$ cat config.mk
export PLATFORM = sky130hd
export DESIGN_NAME = bnn_layer_sequencer
export DESIGN_NICKNAME = d
export VERILOG_FILES = /design/src/rtl/bnn_layer_sequencer_pkg.sv /design/src/rtl/bnn_layer_sequencer_timer.sv /design/src/rtl/bnn_layer_sequencer.sv
export SDC_FILE = /design/constraint.sdc
export NUM_CORES = 1
export LEC_CHECK = 0
export BUFFER_PORTS_ARGS = -buffer_cell sky130_fd_sc_hd__buf_2
export CAP_MARGIN = 5
export CELL_PAD_IN_SITES_DETAIL_PLACEMENT = 1
export CELL_PAD_IN_SITES_GLOBAL_PLACEMENT = 1
export CORE_ASPECT_RATIO = 1.4
export CORE_MARGIN = 5
export CORE_UTILIZATION = 47
export CTS_CLUSTER_SIZE = 16
export DETAILED_ROUTE_END_ITERATION = 16
export GPL_TIMING_DRIVEN = 0
export PLACE_DENSITY_LB_ADDON = 0.2
export SLEW_MARGIN = 20
export SYNTH_ARGS = -nofsm -noshare
export SYNTH_HDL_FRONTEND = slang
export SYNTH_SLANG_ARGS = --single-unit
$ cat constraint.sdc
create_clock -name clk -period 5.3 [get_ports clk]
set_input_delay 0.265 -clock clk [delete_from_list [all_inputs] [get_ports clk]]
set_output_delay 0.265 -clock clk [all_outputs]
set_load 0.1 [all_outputs]
$ cat src/rtl/bnn_layer_sequencer_pkg.sv
// Shared definitions for the BNN layer sequencer: the state bus encoding
// (also decoded by loader/layer_one/layer_two/layer_three) and stall codes.
package bnn_layer_sequencer_pkg;

  typedef enum logic [2:0] {
    S_IDLE    = 3'b000,
    S_LOAD    = 3'b001,
    S_LAYER_1 = 3'b010,
    S_LAYER_2 = 3'b011,
    S_LAYER_3 = 3'b100,
    S_OUTPUT  = 3'b101,
    S_CLEAR   = 3'b110,
    S_ERROR   = 3'b111
  } state_e;

  // Stage that stalled, reported on err_code.
  localparam logic [1:0] ERR_LOAD = 2'd0;
  localparam logic [1:0] ERR_L1   = 2'd1;
  localparam logic [1:0] ERR_L2   = 2'd2;
  localparam logic [1:0] ERR_L3   = 2'd3;

  // True for the four compute stages that are watchdogged and counted.
  function automatic logic is_stage(input state_e s);
    return (s == S_LOAD) || (s == S_LAYER_1) || (s == S_LAYER_2) || (s == S_LAYER_3);
  endfunction

endpackage

$ cat src/rtl/bnn_layer_sequencer_timer.sv
// Per-stage watchdog timer: cleared on any state change, counts while the
// sequencer sits in a compute stage, flags when it reaches TIMEOUT.
module bnn_layer_sequencer_timer #(
  parameter int TIMEOUT = 4095,
  parameter int WDOG_W  = 12
) (
  input  logic clk,
  input  logic rst,
  input  logic clr_i,
  input  logic en_i,
  output logic expired_o
);

  logic [WDOG_W-1:0] cnt_q;

  // Clear has priority over counting; the sequencer leaves the stage on
  // expiry, so the counter never has to go past TIMEOUT.
  always_ff @(posedge clk or posedge rst) begin
    if (rst) begin
      cnt_q <= '0;
    end else if (clr_i) begin
      cnt_q <= '0;
    end else if (en_i) begin
      cnt_q <= cnt_q + 1'b1;
    end
  end

  assign expired_o = (cnt_q == WDOG_W'(TIMEOUT));

endmodule

$ cat src/rtl/bnn_layer_sequencer.sv
// Top-level scheduler for the BNN pipeline. Drives the shared state bus,
// sequences CLEAR -> LOAD -> LAYER_1 -> LAYER_2 -> LAYER_3 -> OUTPUT,
// watchdogs each stage and counts inference cycles.
//
// Result handshake: result_valid is high for every cycle the FSM is in
// S_OUTPUT and cycle_count is held stable meanwhile; the result is consumed
// on the rising clock edge where result_valid && result_ready, after which
// the FSM returns to S_IDLE. result_ready may be held low indefinitely.
module bnn_layer_sequencer
  import bnn_layer_sequencer_pkg::*;
#(
  parameter int CLEAR_CYCLES = 2,
  parameter int TIMEOUT      = 4095,
  parameter int WDOG_W       = 12,
  parameter int CNT_W        = 16
) (
  input  logic             clk,
  input  logic             rst,
  input  logic             start,
  input  logic             abort,
  input  logic             load_done,
  input  logic             l1_done,
  input  logic             l2_done,
  input  logic             l3_done,
  input  logic             result_ready,
  output logic [2:0]       state,
  output logic             layers_rst_n,
  output logic             busy,
  output logic             result_valid,
  output logic             error,
  output logic [1:0]       err_code,
  output logic [CNT_W-1:0] cycle_count
);

  localparam int CLR_W = (CLEAR_CYCLES > 1) ? $clog2(CLEAR_CYCLES) : 1;
  localparam logic [CLR_W-1:0] CLR_LAST = CLR_W'(CLEAR_CYCLES - 1);

  state_e            state_q, state_d;
  logic [1:0]        err_code_q, err_code_d;
  logic              layers_rst_n_q;
  logic [CLR_W-1:0]  clr_cnt_q;
  logic [CNT_W-1:0]  cycle_count_q;
  logic              in_stage;
  logic              timer_expired;

  assign in_stage = is_stage(state_q);

  bnn_layer_sequencer_timer #(
    .TIMEOUT (TIMEOUT),
    .WDOG_W  (WDOG_W)
  ) u_timer (
    .clk       (clk),
    .rst       (rst),
    .clr_i     (state_d != state_q),
    .en_i      (in_stage),
    .expired_o (timer_expired)
  );

  // Next-state logic; priority is abort, then the stage's done, then timeout.
  always_comb begin
    state_d    = state_q;
    err_code_d = err_code_q;
    case (state_q)
      S_IDLE: begin
        if (start) state_d = S_CLEAR;
      end
      S_ERROR: begin
        if (start) begin
          state_d    = S_CLEAR;
          err_code_d = ERR_LOAD;
        end
      end
      S_CLEAR: begin
        if (clr_cnt_q == CLR_LAST) state_d = S_LOAD;
      end
      S_LOAD: begin
        if (load_done) begin
          state_d = S_LAYER_1;
        end else if (timer_expired) begin
          state_d    = S_ERROR;
          err_code_d = ERR_LOAD;
        end
      end
      S_LAYER_1: begin
        if (l1_done) begin
          state_d = S_LAYER_2;
        end else if (timer_expired) begin
          state_d    = S_ERROR;
          err_code_d = ERR_L1;
        end
      end
      S_LAYER_2: begin
        if (l2_done) begin
          state_d = S_LAYER_3;
        end else if (timer_expired) begin
          state_d    = S_ERROR;
          err_code_d = ERR_L2;
        end
      end
      S_LAYER_3: begin
        if (l3_done) begin
          state_d = S_OUTPUT;
        end else if (timer_expired) begin
          state_d    = S_ERROR;
          err_code_d = ERR_L3;
        end
      end
      S_OUTPUT: begin
        if (result_ready) state_d = S_IDLE;
      end
      default: state_d = S_IDLE;
    endcase
    if (abort) begin
      state_d    = S_IDLE;
      err_code_d = ERR_LOAD;
    end
  end

  // State, stall code and the layers' reset, which is low exactly while in CLEAR.
  always_ff @(posedge clk or posedge rst) begin
    if (rst) begin
      state_q        <= S_IDLE;
      err_code_q     <= ERR_LOAD;
      layers_rst_n_q <= 1'b0;
    end else begin
      state_q        <= state_d;
      err_code_q     <= err_code_d;
      layers_rst_n_q <= (state_d != S_CLEAR);
    end
  end

  // Counts cycles spent in CLEAR so the layers see exactly CLEAR_CYCLES of reset.
  always_ff @(posedge clk or posedge rst) begin
    if (rst) begin
      clr_cnt_q <= '0;
    end else if ((state_q == S_CLEAR) && (state_d == S_CLEAR)) begin
      clr_cnt_q <= clr_cnt_q + 1'b1;
    end else begin
      clr_cnt_q <= '0;
    end
  end

  // Inference cycle counter: zeroed in CLEAR, saturating count in the stages,
  // held everywhere else (so an abort keeps the partial count).
  always_ff @(posedge clk or posedge rst) begin
    if (rst) begin
      cycle_count_q <= '0;
    end else if (state_q == S_CLEAR) begin
      cycle_count_q <= '0;
    end else if (in_stage && (cycle_count_q != {CNT_W{1'b1}})) begin
      cycle_count_q <= cycle_count_q + 1'b1;
    end
  end

  assign state        = state_q;
  assign layers_rst_n = layers_rst_n_q;
  assign busy         = (state_q == S_CLEAR) || in_stage;
  assign result_valid = (state_q == S_OUTPUT);
  assign error        = (state_q == S_ERROR);
  assign err_code     = err_code_q;
  assign cycle_count  = cycle_count_q;

endmodule

Word level (Yosys, flattened, before mapping)
Index checks and enable logic that the tools add are counted.
{"block": "word_totals", "reg_bits": 35, "latchBits": 0, "ramBits": 0, "mem_bits_ro": 0, "input_bits": 9, "out_inout_bits": 25, "word_cells": 68, "memories": 0}
{"block": "classes", "n_addsub": 3, "mul": 0, "n_div": 0, "magnitude_cmp": 0, "n_eq_ne": 21, "n_shift": 0, "muxes": 26, "bitwise_logic": 0, "reduce_logical": 12}
{"operator": "two-way mux 16 bit", "count": 2}
{"operator": "inequality test 3 bit (second input constant)", "count": 10}
{"operator": "two-way mux 3 bit", "count": 9}
{"operator": "two-way mux 12 bit", "count": 2}
{"operator": "case mux 3 bit (7 select lines)", "count": 1}
{"operator": "two-way mux 2 bit", "count": 10}
{"operator": "adder 16 x 1 -> 16 bit (second input constant)", "count": 1}
{"operator": "inequality test 16 bit (second input constant)", "count": 1}
{"operator": "equality test 3 bit (second input constant)", "count": 5}
{"operator": "adder 12 x 1 -> 12 bit (second input constant)", "count": 1}
{"operator": "equality test 12 bit (second input constant)", "count": 1}
{"operator": "case mux 2 bit (5 select lines)", "count": 1}
{"operator": "AND reduction 10 bit", "count": 1}
{"operator": "equality test 3 x 2 -> 1 bit (second input constant)", "count": 2}
{"operator": "nonzero test 6 bit", "count": 1}
{"operator": "logical OR 1 bit", "count": 4}
{"operator": "nonzero test 2 bit", "count": 2}
{"operator": "equality test 3 x 1 -> 1 bit (second input constant)", "count": 1}
{"operator": "logical NOT 3 bit", "count": 1}
{"operator": "inequality test 3 bit", "count": 1}
{"operator": "logical AND 1 bit", "count": 2}
{"operator": "OR reduction 2 bit", "count": 1}
{"operator": "adder 1 bit (second input constant)", "count": 1}
{"operator": "two-way mux 1 bit", "count": 1}

Depth between registers and ports, before layout
{"block": "logic_depth", "depth_word": 8, "mapped_depth": 9, "ltp_nobuf": 6}

Cells and area by module
A second synthesis with hierarchy kept.
{"block": "unflattened", "hier_cells": 241, "hier_area_um2": 2239.6}
{"module": "bnn_layer_sequencer", "instances": 1, "cells_per_inst": 181, "area_each_um2": 1630.3, "seq_area_each_um2": 575.6}
{"module": "bnn_layer_sequencer_timer", "instances": 1, "cells_per_inst": 60, "area_each_um2": 609.3, "seq_area_each_um2": 300.3}

Least setup slack after synthesis
No wires, ideal clock.
{"block": "synth_timing", "path_kind": "register to output", "start": "reg state_q[1] (netlist: state[1])", "end": "out error", "t_arrival_ns": 2.722, "required_time_ns": 5.035, "slack_ns": 2.313, "path_stages_with_launch": 5, "path_buffers": 2, "cell_sequence": "dfrtp_1 -> buf_4 -> buf_6 -> nand2_1 -> nor2_1"}
{"block": "synth_between", "elab_chain_cells": 1}
{"element": "start, declared", "line": "bnn_layer_sequencer.sv:38", "source": "state_e state_q, state_d;"}
{"element": "start signal, assigned", "line": "bnn_layer_sequencer.sv:126", "source": "state_q <= state_d;"}
{"element": "equality test 3 bit", "line": "bnn_layer_sequencer.sv:159", "source": "assign error = (state_q == S_ERROR);"}
{"element": "end, declared", "line": "bnn_layer_sequencer.sv:30", "source": "output logic error,"}
Every way passes these cells.

Worst setup path after layout
{"block": "layout_timing", "start": "reg state_q[2] (netlist: state[2])", "end": "out busy"}
{"block": "layout_between", "elab_chain_cells": 5, "word_cells_on_any_way": 9, "classes_between": "5 x eq/ne; 4 x reduce/logical"}
{"element": "equality test 3 x 1 -> 1 bit or equality test 3 x 2 -> 1 bit (tied branches)", "line": "bnn_layer_sequencer_pkg.sv:24", "source": "return (s == S_LOAD) || (s == S_LAYER_1) || (s == S_LAYER_2) || (s == S_LAYER_3);"}
{"element": "logical OR 1 bit (3 in a row)", "line": "bnn_layer_sequencer_pkg.sv:24"}
{"element": "logical OR 1 bit *", "line": "bnn_layer_sequencer.sv:157", "source": "assign busy = (state_q == S_CLEAR) || in_stage;"}
{"element": "end, declared", "line": "bnn_layer_sequencer.sv:28", "source": "output logic busy,"}
Every way passes the cells marked *; elsewhere a longest branch is shown, timed or not.

==> out/results.ini <==
[yosys]
ys_warn_count=0
synth_top_family_by_area=simple AND/OR/NAND/NOR gates
synthMuxAreaShare_pct=0.8806
synth_cell_types=61
synth_top_area_cell=dfrtp_1
yosys.area_share.simple_pct=27.90
synth_xor_area_share_pct=6.935
netlist.area_leader.share_pct=38.53
synth_edf_count=0
syn-num-nets=260
seq_area_frac_synth_pct=38.53
synth_flop_cell=dfrtp_1
synth_cells=249
yosys.area_share.adder_pct=1.101
syn-cell-area_um2=2273
ys_seq_elements=35
synth_compound_area_share_pct=19.48
avgSynthCellArea_um2=9.130
ys_top_cells_by_area=dfrtp_1 39%, xnor2_1 4.2%, nand2_1 4.1%, a211oi_1 4.0%, nand3_1 2.9%
synth-async-reset-ratio_pct=100.0

[clock_tree]
clk_pin_slew_ns=0.08
post_cts_buffers=0
clk_path_buf_depth=2
root_buffer=clkbuf_8
cts_hold_buf=0
htree_levels=2
cts_tree=built
cts_made_buffers=5
cts_resized=0
cts.sinks=35
clk_latency_ns=0.29

[detailed_routing]
drt-initial-drc-count=95
avgRoutedWirePerCell_um=17.82
firstDrtPassIters=4
drc=0
num_vias=2121
ant_nets=0
wl_um=6309
via_per_inst=5.992

[sta]
report.final.slew_viol_count=0
post-route-min-period_ns=2.492
rsz0062_at_grt=no
period_share_pct=47.03
clock-skew-final_ns=0.005439
setup_viol_count_final=0
hold_viol=0
setup_tns_ns=0
worst_slack_ns=2.808
worst_slew_pin_slew_ns=0.7643
fmax_ghz=0.4012
relSlewSlack_pct=48.97

[power_and_ir_drop]
vdd_drop_max_mv=0.4795
pwr-share-comb_pct=58.7
power_frac_clock_pct=17.9
swShare_pct=52.91
p_leak_nw=1.119
switchingPower_mw=0.7773
p_seq_share_pct=23.4
intPower_mw=0.6918
cellPowerDensity_nw_per_um2=556.5

[placement]
io_buffers=33
hpwl_um=4657
place_area_um2=2519
gp_congestion=0.9024
pre_cts_ws_ns=3.096

[die]
io_pins=34
start_util_pct=47.69
rows=30
die_area_um2=6348
die_width_um=68.78
die_height_um=92.29
core_um2=4767

[cells_and_area]
fin_area_um2=2640
utilization_pct=55.38
num-nets-final=300
fillers=603
drive_above_1_share_pct=22.41
diodes=0
areaGrowthSynthToFinish_pct=16.13

[setup_path]
cp.required_ns=5.04
worstPathArrival_ns=2.23
r2r_start=state[1]
critPathLaunchType=flip-flop
cp_max_fo=10
cp-end-kind=output port
crit_start=state[2]
crit_type=reg -> out

[global_routing]
grt_pass1_wl_um=10960
grt.total_usage_pct=22.27
grt_max_degree=36
overflow=0
grt_pass1_vias=2212
antenna_found_initial=0

[worst_hold_path]
hold_class=in -> async

[run]
cap_viol_max_count=0

[run_status]
outcome=completed

-- state kept, by name, summed over array words and instances, names as in the netlist --
name and count:
cycle_count 16, err_code 2, u_timer.cnt_q 12, state 3, layers_rst_n 1, clr_cnt_q 1
-- per-layer routing --
layer | global-route usage (%) | vias up | routed length (um)
met4 | 6.667 | 0 | 94
li1 | - | 1010 | -
met5 | 0 | - | 0
met1 | 28.73 | 1071 | 2711
met2 | 38.09 | 33 | 3327
met3 | 2.549 | 7 | 176
-- power by group through the flow --
stage	clock network [mW]	logic, mW	registers [mW]
finish	0.263	0.862	0.344
global route	0.282	0.921	0.352
CTS	0.268	0.861	0.344
detailed placement	0	0.855	0.350
global placement	0	0.845	0.347
floorplan	0	0.482	0.547
-- worst paths after layout --
check | slack [ns] | to | cells past startpoint
min in group clk | 0.21 | err_code[0] | 2
min reg2reg | 0.51 | cycle_count[5] | 1
max | 2.81 | busy | 6
max in group asynchronous | 4.71 | clr_cnt_q | 2
max reg2reg | 3.08 | u_timer.cnt_q[4] | 8
min | 0.10 | u_timer.cnt_q[5] | 2
-- cells in the mapped netlist, drive strengths merged (3+ instances only) --
cell type and count:
a211oi 13, a21o 3, a21oi 10, and2 5
and3 3, and4 4, buf 10, clkbuf 3
dfrtp 35, inv 6, nand2 25, nand2b 4
nand3 14, nand3b 3, nand4 8, nor2 14
nor2b 3, nor3 11, o211ai 3, o21ai 10
or2 3, or3 5, or4 3, xnor2 11
xor2 7
-- layout by cell type (no fill, tap or decap), drive strengths merged, types with 3 or more instances in the layout --
cell | synthesis | layout
or2 | 3 | 3
nand3 | 14 | 14
and2 | 5 | 5
nor2b | 3 | 3
nand2b | 4 | 4
and4 | 4 | 4
xnor2 | 11 | 11
dfrtp | 35 | 35
o21ai | 10 | 10
a21oi | 10 | 10
nand2 | 25 | 25
and3 | 3 | 3
nor2 | 14 | 14
nand3b | 3 | 3
nand4 | 8 | 8
nor3 | 11 | 11
clkbuf | 3 | 9
a211oi | 13 | 13
or4 | 3 | 3
inv | 6 | 7
xor2 | 7 | 7
a21o | 3 | 3
o211ai | 3 | 3
or3 | 5 | 5
buf | 10 | 43
-- cell type report --
cell class,count,area [um^2],share of cell area (%)
Tap cell,64,80.08,3.033
Clock inverter,2,38.79,1.469
Timing Repair Buffer,33,165.2,6.256
Inverter,6,22.52,0.8531
Buffer,13,95.09,3.602
Multi-Input combinational cell,195,1280,48.48
Clock buffer,6,82.58,3.128
Sequential cell,35,875.8,33.18
-- cells by family (layout without fill, tap and decap cells) --
family,count (synthesis),after routing
AOI/OAI and AO/OA,60,60
xor gates and xnor gates,18,18
adders and majority gates,2,2
buffers and inverters,19,60
DFF,35,35
muxes,2,2
and+or+nand+nor,113,113
-- stage by stage --
step,total power [mW],hold slack (ns),std cells
after CTS,1.473,0.1307,354
after detailed placement,1.204,0.4501,346
after global placement,1.193,0.4913,346
final,1.469,0.1043,354
after global routing,1.555,0.1726,354
after floorplan,1.029,0.3281,249
-- critical path: stages (launching register included) --
cell     delay, ns
dfrtp_1       0.34
buf_2         0.20
buf_4         0.20
buf_4         0.18
nand3_1       0.37
nand2_1       0.18
buf_2         0.44
No activity file was read; power rests on OpenSTA's default activity.
